===== src/rtl/display_cfg_axil_master.sv =====
// display_cfg_axil_master: AXI4-Lite initiator for the display register map.
// One command in flight; a watchdog reports a stalled slave and drains it.
module display_cfg_axil_master #(
   parameter int ADDR_WIDTH     = 32,
   parameter int TIMEOUT_CYCLES = 1024
) (
   input  logic                  clk,
   input  logic                  rst_n,
   input  logic                  cmd_valid,
   output logic                  cmd_ready,
   input  logic                  cmd_write,
   input  logic [ADDR_WIDTH-1:0] cmd_addr,
   input  logic [31:0]           cmd_wdata,
   input  logic [3:0]            cmd_wstrb,
   output logic                  rsp_valid,
   input  logic                  rsp_ready,
   output logic [31:0]           rsp_rdata,
   output logic [1:0]            rsp_resp,
   output logic                  rsp_timeout,
   output logic                  busy,
   output logic [ADDR_WIDTH-1:0] m_awaddr,
   output logic                  m_awvalid,
   input  logic                  m_awready,
   output logic [31:0]           m_wdata,
   output logic [3:0]            m_wstrb,
   output logic                  m_wvalid,
   input  logic                  m_wready,
   input  logic [1:0]            m_bresp,
   input  logic                  m_bvalid,
   output logic                  m_bready,
   output logic [ADDR_WIDTH-1:0] m_araddr,
   output logic                  m_arvalid,
   input  logic                  m_arready,
   input  logic [31:0]           m_rdata,
   input  logic [1:0]            m_rresp,
   input  logic                  m_rvalid,
   output logic                  m_rready
);

   localparam int CW = (TIMEOUT_CYCLES > 0) ?
                       $clog2(TIMEOUT_CYCLES + 1) : 1;
   localparam bit WD_EN = (TIMEOUT_CYCLES > 0);
   localparam logic [CW-1:0] WD_MAX = CW'(TIMEOUT_CYCLES);
   localparam logic [CW-1:0] WD_LAST =
      CW'((TIMEOUT_CYCLES > 0) ? TIMEOUT_CYCLES - 1 : 0);

   typedef enum logic [2:0] {
      IDLE,
      WR_REQ,
      WR_RESP,
      RD_REQ,
      RD_RESP,
      RSP,
      ORPHAN
   } state_t;

   state_t                state_q;
   logic                  wr_q;
   logic                  aw_done_q;
   logic                  w_done_q;
   logic                  slv_done_q;
   logic                  rsp_done_q;
   logic [CW-1:0]         wd_q;
   logic [CW-1:0]         wd_d;
   logic [ADDR_WIDTH-1:0] m_awaddr_q;
   logic                  m_awvalid_q;
   logic [31:0]           m_wdata_q;
   logic [3:0]            m_wstrb_q;
   logic                  m_wvalid_q;
   logic                  m_bready_q;
   logic [ADDR_WIDTH-1:0] m_araddr_q;
   logic                  m_arvalid_q;
   logic                  m_rready_q;
   logic                  rsp_valid_q;
   logic [31:0]           rsp_rdata_q;
   logic [1:0]            rsp_resp_q;
   logic                  rsp_timeout_q;

   logic aw_hs, w_hs, b_hs, ar_hs, r_hs, rsp_hs;
   logic wr_addr_done;
   logic wd_exp;

   assign aw_hs  = m_awvalid_q & m_awready;
   assign w_hs   = m_wvalid_q & m_wready;
   assign b_hs   = m_bready_q & m_bvalid;
   assign ar_hs  = m_arvalid_q & m_arready;
   assign r_hs   = m_rready_q & m_rvalid;
   assign rsp_hs = rsp_valid_q & rsp_ready;

   assign wr_addr_done = (aw_done_q | aw_hs) & (w_done_q | w_hs);

   assign wd_d   = (wd_q != WD_MAX) ? wd_q + 1'b1 : wd_q;
   assign wd_exp = WD_EN && (wd_q == WD_LAST);

   always_ff @(posedge clk or negedge rst_n) begin
      if (!rst_n) begin
         state_q       <= IDLE;
         wr_q          <= 1'b0;
         aw_done_q     <= 1'b0;
         w_done_q      <= 1'b0;
         slv_done_q    <= 1'b0;
         rsp_done_q    <= 1'b0;
         wd_q          <= '0;
         m_awaddr_q    <= '0;
         m_awvalid_q   <= 1'b0;
         m_wdata_q     <= '0;
         m_wstrb_q     <= '0;
         m_wvalid_q    <= 1'b0;
         m_bready_q    <= 1'b0;
         m_araddr_q    <= '0;
         m_arvalid_q   <= 1'b0;
         m_rready_q    <= 1'b0;
         rsp_valid_q   <= 1'b0;
         rsp_rdata_q   <= '0;
         rsp_resp_q    <= '0;
         rsp_timeout_q <= 1'b0;
      end else begin
         unique case (state_q)
            IDLE: begin
               if (cmd_valid) begin
                  wr_q       <= cmd_write;
                  aw_done_q  <= 1'b0;
                  w_done_q   <= 1'b0;
                  slv_done_q <= 1'b0;
                  rsp_done_q <= 1'b0;
                  wd_q       <= '0;
                  if (cmd_write) begin
                     m_awaddr_q  <= cmd_addr;
                     m_wdata_q   <= cmd_wdata;
                     m_wstrb_q   <= cmd_wstrb;
                     m_awvalid_q <= 1'b1;
                     m_wvalid_q  <= 1'b1;
                     state_q     <= WR_REQ;
                  end else begin
                     m_araddr_q  <= cmd_addr;
                     m_arvalid_q <= 1'b1;
                     state_q     <= RD_REQ;
                  end
               end
            end
            WR_REQ: begin
               wd_q <= wd_d;
               if (aw_hs) begin
                  m_awvalid_q <= 1'b0;
                  aw_done_q   <= 1'b1;
               end
               if (w_hs) begin
                  m_wvalid_q <= 1'b0;
                  w_done_q   <= 1'b1;
               end
               if (wd_exp) begin
                  m_bready_q    <= wr_addr_done;
                  rsp_valid_q   <= 1'b1;
                  rsp_rdata_q   <= '0;
                  rsp_resp_q    <= 2'b10;
                  rsp_timeout_q <= 1'b1;
                  state_q       <= ORPHAN;
               end else if (wr_addr_done) begin
                  m_bready_q <= 1'b1;
                  state_q    <= WR_RESP;
               end
            end
            WR_RESP: begin
               wd_q <= wd_d;
               if (b_hs) begin
                  m_bready_q    <= 1'b0;
                  rsp_valid_q   <= 1'b1;
                  rsp_rdata_q   <= '0;
                  rsp_resp_q    <= m_bresp;
                  rsp_timeout_q <= 1'b0;
                  state_q       <= RSP;
               end else if (wd_exp) begin
                  rsp_valid_q   <= 1'b1;
                  rsp_rdata_q   <= '0;
                  rsp_resp_q    <= 2'b10;
                  rsp_timeout_q <= 1'b1;
                  state_q       <= ORPHAN;
               end
            end
            RD_REQ: begin
               wd_q <= wd_d;
               if (ar_hs) begin
                  m_arvalid_q <= 1'b0;
                  m_rready_q  <= 1'b1;
               end
               if (wd_exp) begin
                  rsp_valid_q   <= 1'b1;
                  rsp_rdata_q   <= '0;
                  rsp_resp_q    <= 2'b10;
                  rsp_timeout_q <= 1'b1;
                  state_q       <= ORPHAN;
               end else if (ar_hs) begin
                  state_q <= RD_RESP;
               end
            end
            RD_RESP: begin
               wd_q <= wd_d;
               if (r_hs) begin
                  m_rready_q    <= 1'b0;
                  rsp_valid_q   <= 1'b1;
                  rsp_rdata_q   <= m_rdata;
                  rsp_resp_q    <= m_rresp;
                  rsp_timeout_q <= 1'b0;
                  state_q       <= RSP;
               end else if (wd_exp) begin
                  rsp_valid_q   <= 1'b1;
                  rsp_rdata_q   <= '0;
                  rsp_resp_q    <= 2'b10;
                  rsp_timeout_q <= 1'b1;
                  state_q       <= ORPHAN;
               end
            end
            RSP: begin
               if (rsp_hs) begin
                  rsp_valid_q <= 1'b0;
                  state_q     <= IDLE;
               end
            end
            ORPHAN: begin
               // Drain the slave and drop its response; the timeout is already reported.
               if (aw_hs) begin
                  m_awvalid_q <= 1'b0;
                  aw_done_q   <= 1'b1;
               end
               if (w_hs) begin
                  m_wvalid_q <= 1'b0;
                  w_done_q   <= 1'b1;
               end
               if (ar_hs) begin
                  m_arvalid_q <= 1'b0;
                  m_rready_q  <= 1'b1;
               end
               if (r_hs) begin
                  m_rready_q <= 1'b0;
                  slv_done_q <= 1'b1;
               end
               if (b_hs) begin
                  m_bready_q <= 1'b0;
                  slv_done_q <= 1'b1;
               end else if (wr_q && wr_addr_done && !slv_done_q) begin
                  m_bready_q <= 1'b1;
               end
               if (rsp_hs) begin
                  rsp_valid_q <= 1'b0;
                  rsp_done_q  <= 1'b1;
               end
               if ((slv_done_q | b_hs | r_hs) &&
                   (rsp_done_q | rsp_hs)) begin
                  state_q <= IDLE;
               end
            end
            default: state_q <= IDLE;
         endcase
      end
   end

   assign cmd_ready   = (state_q == IDLE);
   assign busy        = (state_q != IDLE);
   assign m_awaddr    = m_awaddr_q;
   assign m_awvalid   = m_awvalid_q;
   assign m_wdata     = m_wdata_q;
   assign m_wstrb     = m_wstrb_q;
   assign m_wvalid    = m_wvalid_q;
   assign m_bready    = m_bready_q;
   assign m_araddr    = m_araddr_q;
   assign m_arvalid   = m_arvalid_q;
   assign m_rready    = m_rready_q;
   assign rsp_valid   = rsp_valid_q;
   assign rsp_rdata   = rsp_rdata_q;
   assign rsp_resp    = rsp_resp_q;
   assign rsp_timeout = rsp_timeout_q;

endmodule


===== config.mk =====
export PLATFORM = sky130hd
export DESIGN_NAME = display_cfg_axil_master
export DESIGN_NICKNAME = d
export VERILOG_FILES = /design/src/rtl/display_cfg_axil_master.sv
export SDC_FILE = /design/constraint.sdc
export NUM_CORES = 1
export LEC_CHECK = 0
export BUFFER_PORTS_ARGS = -buffer_cell sky130_fd_sc_hd__buf_2
export CAP_MARGIN = 40
export CELL_PAD_IN_SITES_DETAIL_PLACEMENT = 1
export CELL_PAD_IN_SITES_GLOBAL_PLACEMENT = 1
export CORE_MARGIN = 2
export CORE_UTILIZATION = 42
export CTS_BUF_LIST = sky130_fd_sc_hd__clkbuf_4 sky130_fd_sc_hd__clkbuf_8
export DETAILED_ROUTE_END_ITERATION = 12
export GPL_ROUTABILITY_DRIVEN = 0
export PLACE_DENSITY = 0.95
export SLEW_MARGIN = 0
export SYNTH_ARGS = -nofsm -noshare
export SYNTH_HDL_FRONTEND = slang
export SYNTH_SLANG_ARGS = --single-unit

===== constraint.sdc =====
create_clock -name clk -period 3.6 [get_ports clk]
set_input_delay 0.18 -clock clk [delete_from_list [all_inputs] [get_ports clk]]
set_output_delay 0.18 -clock clk [all_outputs]
set_load 0.01 [all_outputs]

==> metrics.txt, run 1 <==
status completed; Die W 128.4 µm; # fillers approximately 1.5k; cell area after synthesis about 6500 µm²; number of global-route vias before repair 6371; clock sinks between 150 and 200; die area 16480 µm²; multi-input combinational cell area 2350 µm²; Crit Path Category flip-flop to flip-flop; endpoints failing setup 0; total vias in the final route 5508; post-synthesis sequential area ratio 61.61%; relative slew slack between 40% and 50%; post-detailed-route count of antenna-violating nets 0; Die Ht between 100 and 150 µm; Clock Skew 0.01813 ns; ys async rst share between 90% and 100%; Tightest Pin Transition 0.7790 ns; Sw Ratio 24.52%; Routed WL 23.56 mm; number of flops mapped to enable cells by yosys 0; Synth Warn # 0; Setup WS pre-CTS 1.156 ns; Yosys top cell by area dfrtp_1; root buf cell clkbuf_8; Layout area overhead 45.07%; largest net degree at the start of global routing 92; Layout Nets between 900 and 1k; CTS tree yes; CP endpoint kind flip-flop; Max-cap violations 0; final setup TNS 0 ns; unrepaired setup endpoints after global routing false; gate count of the mapped netlist roughly 470; share of cells above drive strength 1 between 40% and 50%; Worst Path Required 3.95 ns; top post-synthesis cells by area dfrtp_1, mux2_2, a22o_1, nand2_1, xor2_1; Worst Path Buf+Inv 1; Critical Path, Cell by Cell nor3_4, nand2_1, nor2_4, buf_4, mux2_2; Hold Path Class input pin to flip-flop; sequential cell area around 4000 µm²; DRT iter0 DRCs roughly 290; fmax 0.3981 GHz; Synth cell types 50; Initial Util between 40 and 50%; Worst Path Arrival around 2.9 ns; Int Power approximately 2.6 mW; Power Density roughly 360 nW/µm²; CP max FO 33; Via-to-Cell Ratio 5.363; Avg WL per Cell 22.94 µm; Tcrit/Tclk final between 60% and 70%; Sequential Power Share 53.0%; syn nets 581; clk buf depth 2; critical path's slowest cell dfrtp_1; CP peak stage delay 0.65 ns; Critical Path Start Type flip-flop; clk slew on worst S/H paths 0.09 ns; final worst setup slack 1.088 ns; fin crit period 2.512 ns; Port Buffers between 200 and 300; sw power 0.8306 mW; H-tree depth 4; # Post-CTS Setup Buffers 0; combinational cell fraction of total power ~6.3%; num ports approximately 260; post-synth top area share 61.61%; clock power share approximately two fifths; DRC viols 0; total track usage 29.49%; Core ar. 15150 µm²; Pleak 5.174 nW; fin. max-slew vios 0; row count 45; worst-skew pair later-pin latency 0.48 ns; CTS buffer count 17; Max VDD drop 0.0003365 V; antenna violations before repair 1; Hold Vio Cnt, Final 0; first-pass GRT wire length 35.91 mm; TritonRoute pass-1 iters 4; DP HPWL 13.94 mm; Primary FF master, synth dfrtp_1; Synth Register Bits 160; Mean Syn Cell Area between 10 and 15 µm²; CP top delay family simple AND/OR/NAND/NOR gates; GRT overflow 0
[cell usage in the layout, fill, tap and decap left out, types with 4 or more instances in the layout]
cell type | synthesis | routed
a21oi_1 | 12 | 12
a22o_1 | 39 | 39
mux2_2 | 103 | 103
nor2_1 | 16 | 16
dlygate4sd3_1 | 0 | 103
xor2_1 | 9 | 9
inv_6 | 0 | 5
dfrtp_1 | 160 | 160
o21ai_0 | 12 | 12
inv_1 | 7 | 7
o2111ai_1 | 4 | 4
buf_2 | 11 | 255
buf_4 | 3 | 4
nand2_1 | 28 | 27
clkbuf_8 | 0 | 17
[path summary, 6_finish.rpt]
kind                               from            to  slack, ns  depth (start not counted)
max                          state_q[1]  m_araddr[20]       1.09                          5
min                            m_wready      m_wvalid       0.02                          3
max reg2reg                  state_q[1]  m_araddr[20]       1.09                          5
min reg2reg                rsp_rdata[8]  rsp_rdata[8]       0.50                          1
max in group asynchronous         rst_n  m_awaddr[20]       2.85                          3
min in group asynchronous         rst_n      m_rready       0.09                          2
[layout make-up]
class	instances	area share [%]
timing repair buffer	366	25.63
multi-input combinational	273	24.92
inverter	7	0.2787
sequential	160	42.47
tap	188	2.495
clock inverter	13	1.593
clock buffer	18	2.561
antenna	2	0.05309
[logic make-up (layout without fill, tap and decap cells)]
logic type | Yosys count | count (layout) | synth area share (%)
compound gates | 90 | 90 | 10.84
simple gates | 68 | 68 | 5.391
mux | 103 | 103 | 17.85
other cells | 0 | 2 | 0
fa+ha+maj | 2 | 2 | 0.3850
xor+xnor | 10 | 10 | 1.348
flops | 160 | 160 | 61.61
buf+inv | 32 | 404 | 2.580
[state kept, by name, indices dropped and copies added (netlist names), 2 cells and up]
signal     cells
m_wdata       32
m_awaddr      32
state_q        3
rsp_resp       2
m_araddr      32
m_wstrb        4
rsp_rdata     32
wd_q          11
[metrics by stage]
step	power, mW	hold WS [ns]	cells	instance area (µm²)	util, %
4_1_cts	3.390	0.01106	1025	9423	62.21
3_5_place_dp	1.950	0.01259	891	8000	52.82
3_3_place_gp	1.938	0.3303	890	7973	52.64
5_1_grt	3.497	0.01026	1026	9425	62.23
6_report	3.388	0.02220	1027	9428	62.25
2_1_floorplan	1.836	-0.1156	465	6499	-
[metal layers]
layer,track usage [%],vias to the layer above,wire (µm)
li1,-,2404,-
met1,29.08,2782,8073
met2,55.07,245,12980
met3,9.064,77,1389
met4,15.84,0,1110
met5,0,-,0
[cell usage after synthesis, types with 4 or more instances]
master / instances
a21oi_1: 12
a22o_1: 39
buf_2: 11
clkbuf_1: 6
dfrtp_1: 160
inv_1: 7
mux2_2: 103
nand2_1: 28
nor2_1: 16
o2111ai_1: 4
o21ai_0: 12
xor2_1: 9
[timing repair]
item,in CTS,in global routing
setup endpoints to repair,0,0
resized for setup,0,0
endpoints found under the hold margin,294,0
hold buffers,103,0
[power by group through the flow]
| stage | Clock (mW) | Sequential [mW] | Combinational [mW] |
|---|---|---|---|
| floorplan | 0 | 1.83 | 0.00428 |
| global placement | 0 | 1.83 | 0.106 |
| detailed placement | 0 | 1.83 | 0.118 |
| CTS | 1.39 | 1.80 | 0.208 |
| global route | 1.47 | 1.80 | 0.231 |
| finish | 1.38 | 1.80 | 0.214 |
[tightest hold or removal path, stage by stage]
cell and delay, ns:
buf_2 0.12, nand2_1 0.05, a22o_1 0.11
(Power assumes the default switching activity.)
==> inputs of run 2 (changes only) <==
--- a/config.mk
+++ b/config.mk
@@ -10,11 +10,11 @@
 export CELL_PAD_IN_SITES_DETAIL_PLACEMENT = 1
 export CELL_PAD_IN_SITES_GLOBAL_PLACEMENT = 1
 export CORE_MARGIN = 2
-export CORE_UTILIZATION = 42
+export CORE_UTILIZATION = 35
 export CTS_BUF_LIST = sky130_fd_sc_hd__clkbuf_4 sky130_fd_sc_hd__clkbuf_8
 export DETAILED_ROUTE_END_ITERATION = 12
 export GPL_ROUTABILITY_DRIVEN = 0
-export PLACE_DENSITY = 0.95
+export PLACE_DENSITY = 0.85
 export SLEW_MARGIN = 0
 export SYNTH_ARGS = -nofsm -noshare
 export SYNTH_HDL_FRONTEND = slang
==> constraint.sdc (replaced) <==
create_clock -name clk -period 2.3 [get_ports clk]
set_input_delay 0.115 -clock clk [delete_from_list [all_inputs] [get_ports clk]]
set_output_delay 0.115 -clock clk [all_outputs]
set_load 0.01 [all_outputs]
==> metrics.txt, run 2 (same netlist as run 1, synthesis figures left out) <==
clk slew on worst S/H paths 0.09 ns; Int Power ~3.8 mW; DP Area roughly 8200 µm²; Layout Nets 959; H-tree depth 4; Hold Path Class input pin to flip-flop; Initial Util 35.93%; Core ar. 18090 µm²; status completed; num ports 257; # fillers 1918; fmax 0.4676 GHz; Max VDD drop between 0.0003 and 0.0004 V; Worst Path Required 2.68 ns; antenna violations before repair 1; total power 5.165 mW; post-route cell area 9614 µm²; number of global-route vias before repair 6308; Pleak 5.250 nW; sequential cell area 4004 µm²; clock sinks 160; CTS tree yes; utilization after layout about 53%; Clock Skew approximately 0.018 ns; die area 19670 µm²; Tcrit/Tclk final ~93%; DRC viols 0; total vias in the final route 5436; CP endpoint kind flip-flop; Worst Path Arrival 2.51 ns; Hold Vio Cnt, Final 0; Via-to-Cell Ratio roughly 5; multi-input combinational cell area 2350 µm²; clock power share 39.1%; first-pass GRT wire length 34.13 mm; clk buf depth 2; sw power 1.345 mW; fin. max-slew vios 0; row count 49; Avg WL per Cell slightly below 20 µm; combinational cell fraction of total power 6.5%; Power Density between 500 and 600 nW/µm²; DRT iter0 DRCs about 160; Max-cap violations 0; unrepaired setup endpoints after global routing false; Sequential Power Share 54.4%; # Post-CTS Setup Buffers 0; largest net degree at the start of global routing 60; Crit Path Category flip-flop to flip-flop; most used cells in the layout excluding fill and tap cells buf_2, dfrtp_1, dlygate4sd3_1; TritonRoute pass-1 iters 6; DP HPWL ~14 mm; CTS buffer count 17; CP max FO 10; Sw Ratio a little over a quarter; Die W 140.3 µm; Critical Path Start Type flip-flop; worst-skew pair later-pin latency between 0.4 and 0.5 ns; Port Buffers ~260; fin crit period 2.138 ns; Tightest Pin Transition 0.6048 ns; Die Ht 140.3 µm; post-detailed-route count of antenna-violating nets 0; final setup TNS 0 ns; share of cells above drive strength 1 49.30%; most common cell after layout, fill and taps aside buf_2; relative slew slack 59.68%; Layout area overhead 47.94%; root buf cell clkbuf_8; total track usage 22.11%; Routed WL 21.39 mm; GRT overflow 0; endpoints failing setup 0
==> run 2: power by group through the flow <==
stage	logic (mW)	clock network [mW]	registers [mW]
2_1_floorplan	0.00670	0	2.87
3_3_place_gp	0.180	0	2.87
3_5_place_dp	0.186	0	2.87
4_1_cts	0.331	2.09	2.81
5_1_grt	0.368	2.22	2.81
6_report	0.336	2.02	2.81
==> run 2: stage by stage <==
| step | worst slack (ns) | instances | hold WS [ns] |
|---|---|---|---|
| floorplan | 0.3788 | 465 | -0.1806 |
| finish | 0.1615 | 1087 | 0.09703 |
| detailed placement | 0.2176 | 946 | 0.1393 |
| global placement | 0.2395 | 946 | 0.1364 |
| CTS | 0.1676 | 1085 | 0.06119 |
| global route | 0.04568 | 1086 | 0.06767 |
==> run 2: metal layers <==
layer  vias to the layer above  GRT usage, %  share of wire [%]
met2                       191         40.58                 55
li1                       2439             -                  -
met3                        52         5.709                5.2
met5                         -             0                  0
met4                         0         9.304                3.3
met1                      2754         24.17                 37
==> run 2: cell type report <==
type                    count  share of cell area, %
repair buffers            384                  26.69
flip-flops and latches    160                  41.64
clock buffers              17                  2.434
well taps                 229                  2.980
diodes                      2                0.05206
clock inverters            15                  1.484
inverters                   7                 0.2733
multi-input cells         273                  24.44
==> run 2: path summary, 6_finish.rpt <==
path                             from      endpoint  slack, ns  cells past startpoint
min in group asynchronous       rst_n     rsp_valid       0.19                      2
max                        state_q[0]       wd_q[9]       0.16                      5
min                         cmd_write     m_awvalid        0.1                      2
min reg2reg                rsp_done_q    rsp_done_q       0.50                      2
max reg2reg                state_q[0]       wd_q[9]       0.16                      5
max in group asynchronous       rst_n  m_araddr[30]       1.41                      3
==> run 2: timing repair <==
item | CTS | global route
gates resized for setup | 0 | 0
hold endpoints to repair | 191 | 0
hold buffers | 107 | 0
==> run 2: critical path, stage by stage (launching register included) <==
cell and delay, ns:
dfrtp_1 0.54, o21a_4 0.30, a311oi_4 0.48, or2_1 0.24, or3b_1 0.37, a21oi_1 0.14
==> inputs of run 3 (changes only) <==
--- a/config.mk
+++ b/config.mk
@@ -14,6 +14,7 @@
 export CTS_BUF_LIST = sky130_fd_sc_hd__clkbuf_4 sky130_fd_sc_hd__clkbuf_8
 export DETAILED_ROUTE_END_ITERATION = 12
 export GPL_ROUTABILITY_DRIVEN = 0
+export HOLD_SLACK_MARGIN = 0.1
 export PLACE_DENSITY = 0.85
 export SLEW_MARGIN = 0
 export SYNTH_ARGS = -nofsm -noshare
==> metrics.txt, run 3 (same netlist as run 1, synthesis figures left out) <==
status completed; Reg2Reg Launch Point state_q[2]; Max VDD drop 0.0003797 V; DP HPWL 13.55 mm; R2R Path End rsp_resp[1]; # Post-CTS Setup Buffers 0; Pleak 5.269 nW; crit path launch state_q[2]; hold worst-path end rsp_resp[1]; total track usage roughly 22%; CP endpoint kind flip-flop; antenna violations before repair 1; Crit Path Category flip-flop to flip-flop; Critical Path, Cell by Cell buf_4, nor2b_1, a211oi_1, buf_4, a22o_1, dlygate4sd3_1, a2bb2oi_1; Via-to-Cell Ratio 4.984; relative slew slack 59.97%; Hold Path Class input pin to flip-flop; final setup TNS 0 ns; CTS tree yes; share of cells above drive strength 1 49.07%; Fin Hold WS approximately 0.16 ns; total vias in the final route roughly 5.4k; Layout area overhead 48.56%; FF-to-FF setup slack 0.11 ns; post-detailed-route count of antenna-violating nets 0; Hold Path Stages 4; CP dominant cell by count buf_4; GRT overflow 0; clk buf depth 2; Worst Path Required approximately 2.6 ns; cts repair resizes 0; Worst Path Arrival between 2 and 3 ns; Core ar. 18090 µm²; Tightest Pin Transition 0.6005 ns; min-delay src m_bresp[1]; worst reg-to-reg path cell count 7; row count 49; clock sinks 160; # fillers 1911; multi-input combinational cell area 2350 µm²; CTS buffer count 17; Die Ht 140.3 µm; worst-skew pair later-pin latency 0.44 ns; number of global-route vias before repair 6348; endpoints failing setup 0; H-tree depth 4; fin crit period 2.191 ns; Die W 140.3 µm; Avg WL per Cell 19.72 µm; TritonRoute pass-1 iters 4; Clock Skew 0.01778 ns; Layout Nets 963; clk slew on worst S/H paths around 0.10 ns; unrepaired setup endpoints after global routing false; CP max FO 6; Port Buffers 256; CP peak stage delay 0.56 ns; Max-cap violations 0; fin. max-slew vios 0; most common cell after layout, fill and taps aside buf_2; Initial Util about 36%; Critical Path Start Type flip-flop; largest net degree at the start of global routing 60; Tcrit/Tclk final 95.26%; die area roughly 20000 µm²; Hold Vio Cnt, Final 0; critical path's slowest cell dlygate4sd3_1; Hold-fix buffers, CTS 111; fmax ~0.46 GHz; Routed WL ~22 mm; Placed Cells approximately 950; DRT iter0 DRCs 183; Finished Layout Cells 1091; root buf cell clkbuf_8; Power Density 535.7 nW/µm²; sequential cell area 4004 µm²; DRC viols 0; most used cells in the layout excluding fill and tap cells buf_2, dfrtp_1, dlygate4sd3_1; num ports 257; first-pass GRT wire length between 30 and 40 mm
run 3: stage by stage:
step                      worst slack [ns]  utilization, %  area [µm²]  power [mW]
after floorplan                     0.3788               -        6499       2.874
after global placement              0.2395           45.13        8162       3.047
after detailed placement            0.2176           45.13        8162       3.052
after CTS                           0.1255           53.35        9649       5.232
after global routing               0.01234           53.37        9652       5.401
final                               0.1091           53.38        9654       5.171
run 3: layout make-up:
class	instances	area share [%]
clock buffers	17	2.424
multi-input cells	273	24.34
repair buffers	388	27.00
diodes	2	0.05184
clock inverters	15	1.477
flip-flops and latches	160	41.47
inverters	7	0.2722
well taps	229	2.968
run 3: routing by layer:
metal  share of wire [%]  vias to the layer above  global-route usage [%]
met4                 3.2                        0                   9.197
li1                    -                     2450                       -
met5                   0                        -                       0
met1                  37                     2754                   24.27
met3                 5.2                       52                   5.641
met2                  55                      182                   41.20
run 3: how the worst max path moves through the flow:
| stage | end | slack (ns) | depth (start not counted) |
|---|---|---|---|
| detailed placement | wd_q[9] | 0.22 | 7 |
| finish | rsp_resp[1] | 0.11 | 7 |
| floorplan | m_araddr[10] | 0.38 | 6 |
| CTS | rsp_resp[1] | 0.13 | 7 |
| global route | rsp_resp[1] | 0.01 | 6 |
| global placement | state_q[0] | 0.24 | 5 |
run 3: power by group:
| part | switching, mW | leakage, nW | internal, mW |
|---|---|---|---|
| sequential | 0 | 2.20 | 2.81 |
| clock | 1.21 | 0.195 | 0.809 |
| combinational | 0.137 | 2.87 | 0.203 |
run 3: worst max-delay path: cells and delay by family, from the launching register on:
family	cells	cell delay [ns]
flip-flops	1	0.49
buffers and inverters	3	0.93
AO/OA/AOI/OAI	3	0.42
AND/OR/NAND/NOR	1	0.23
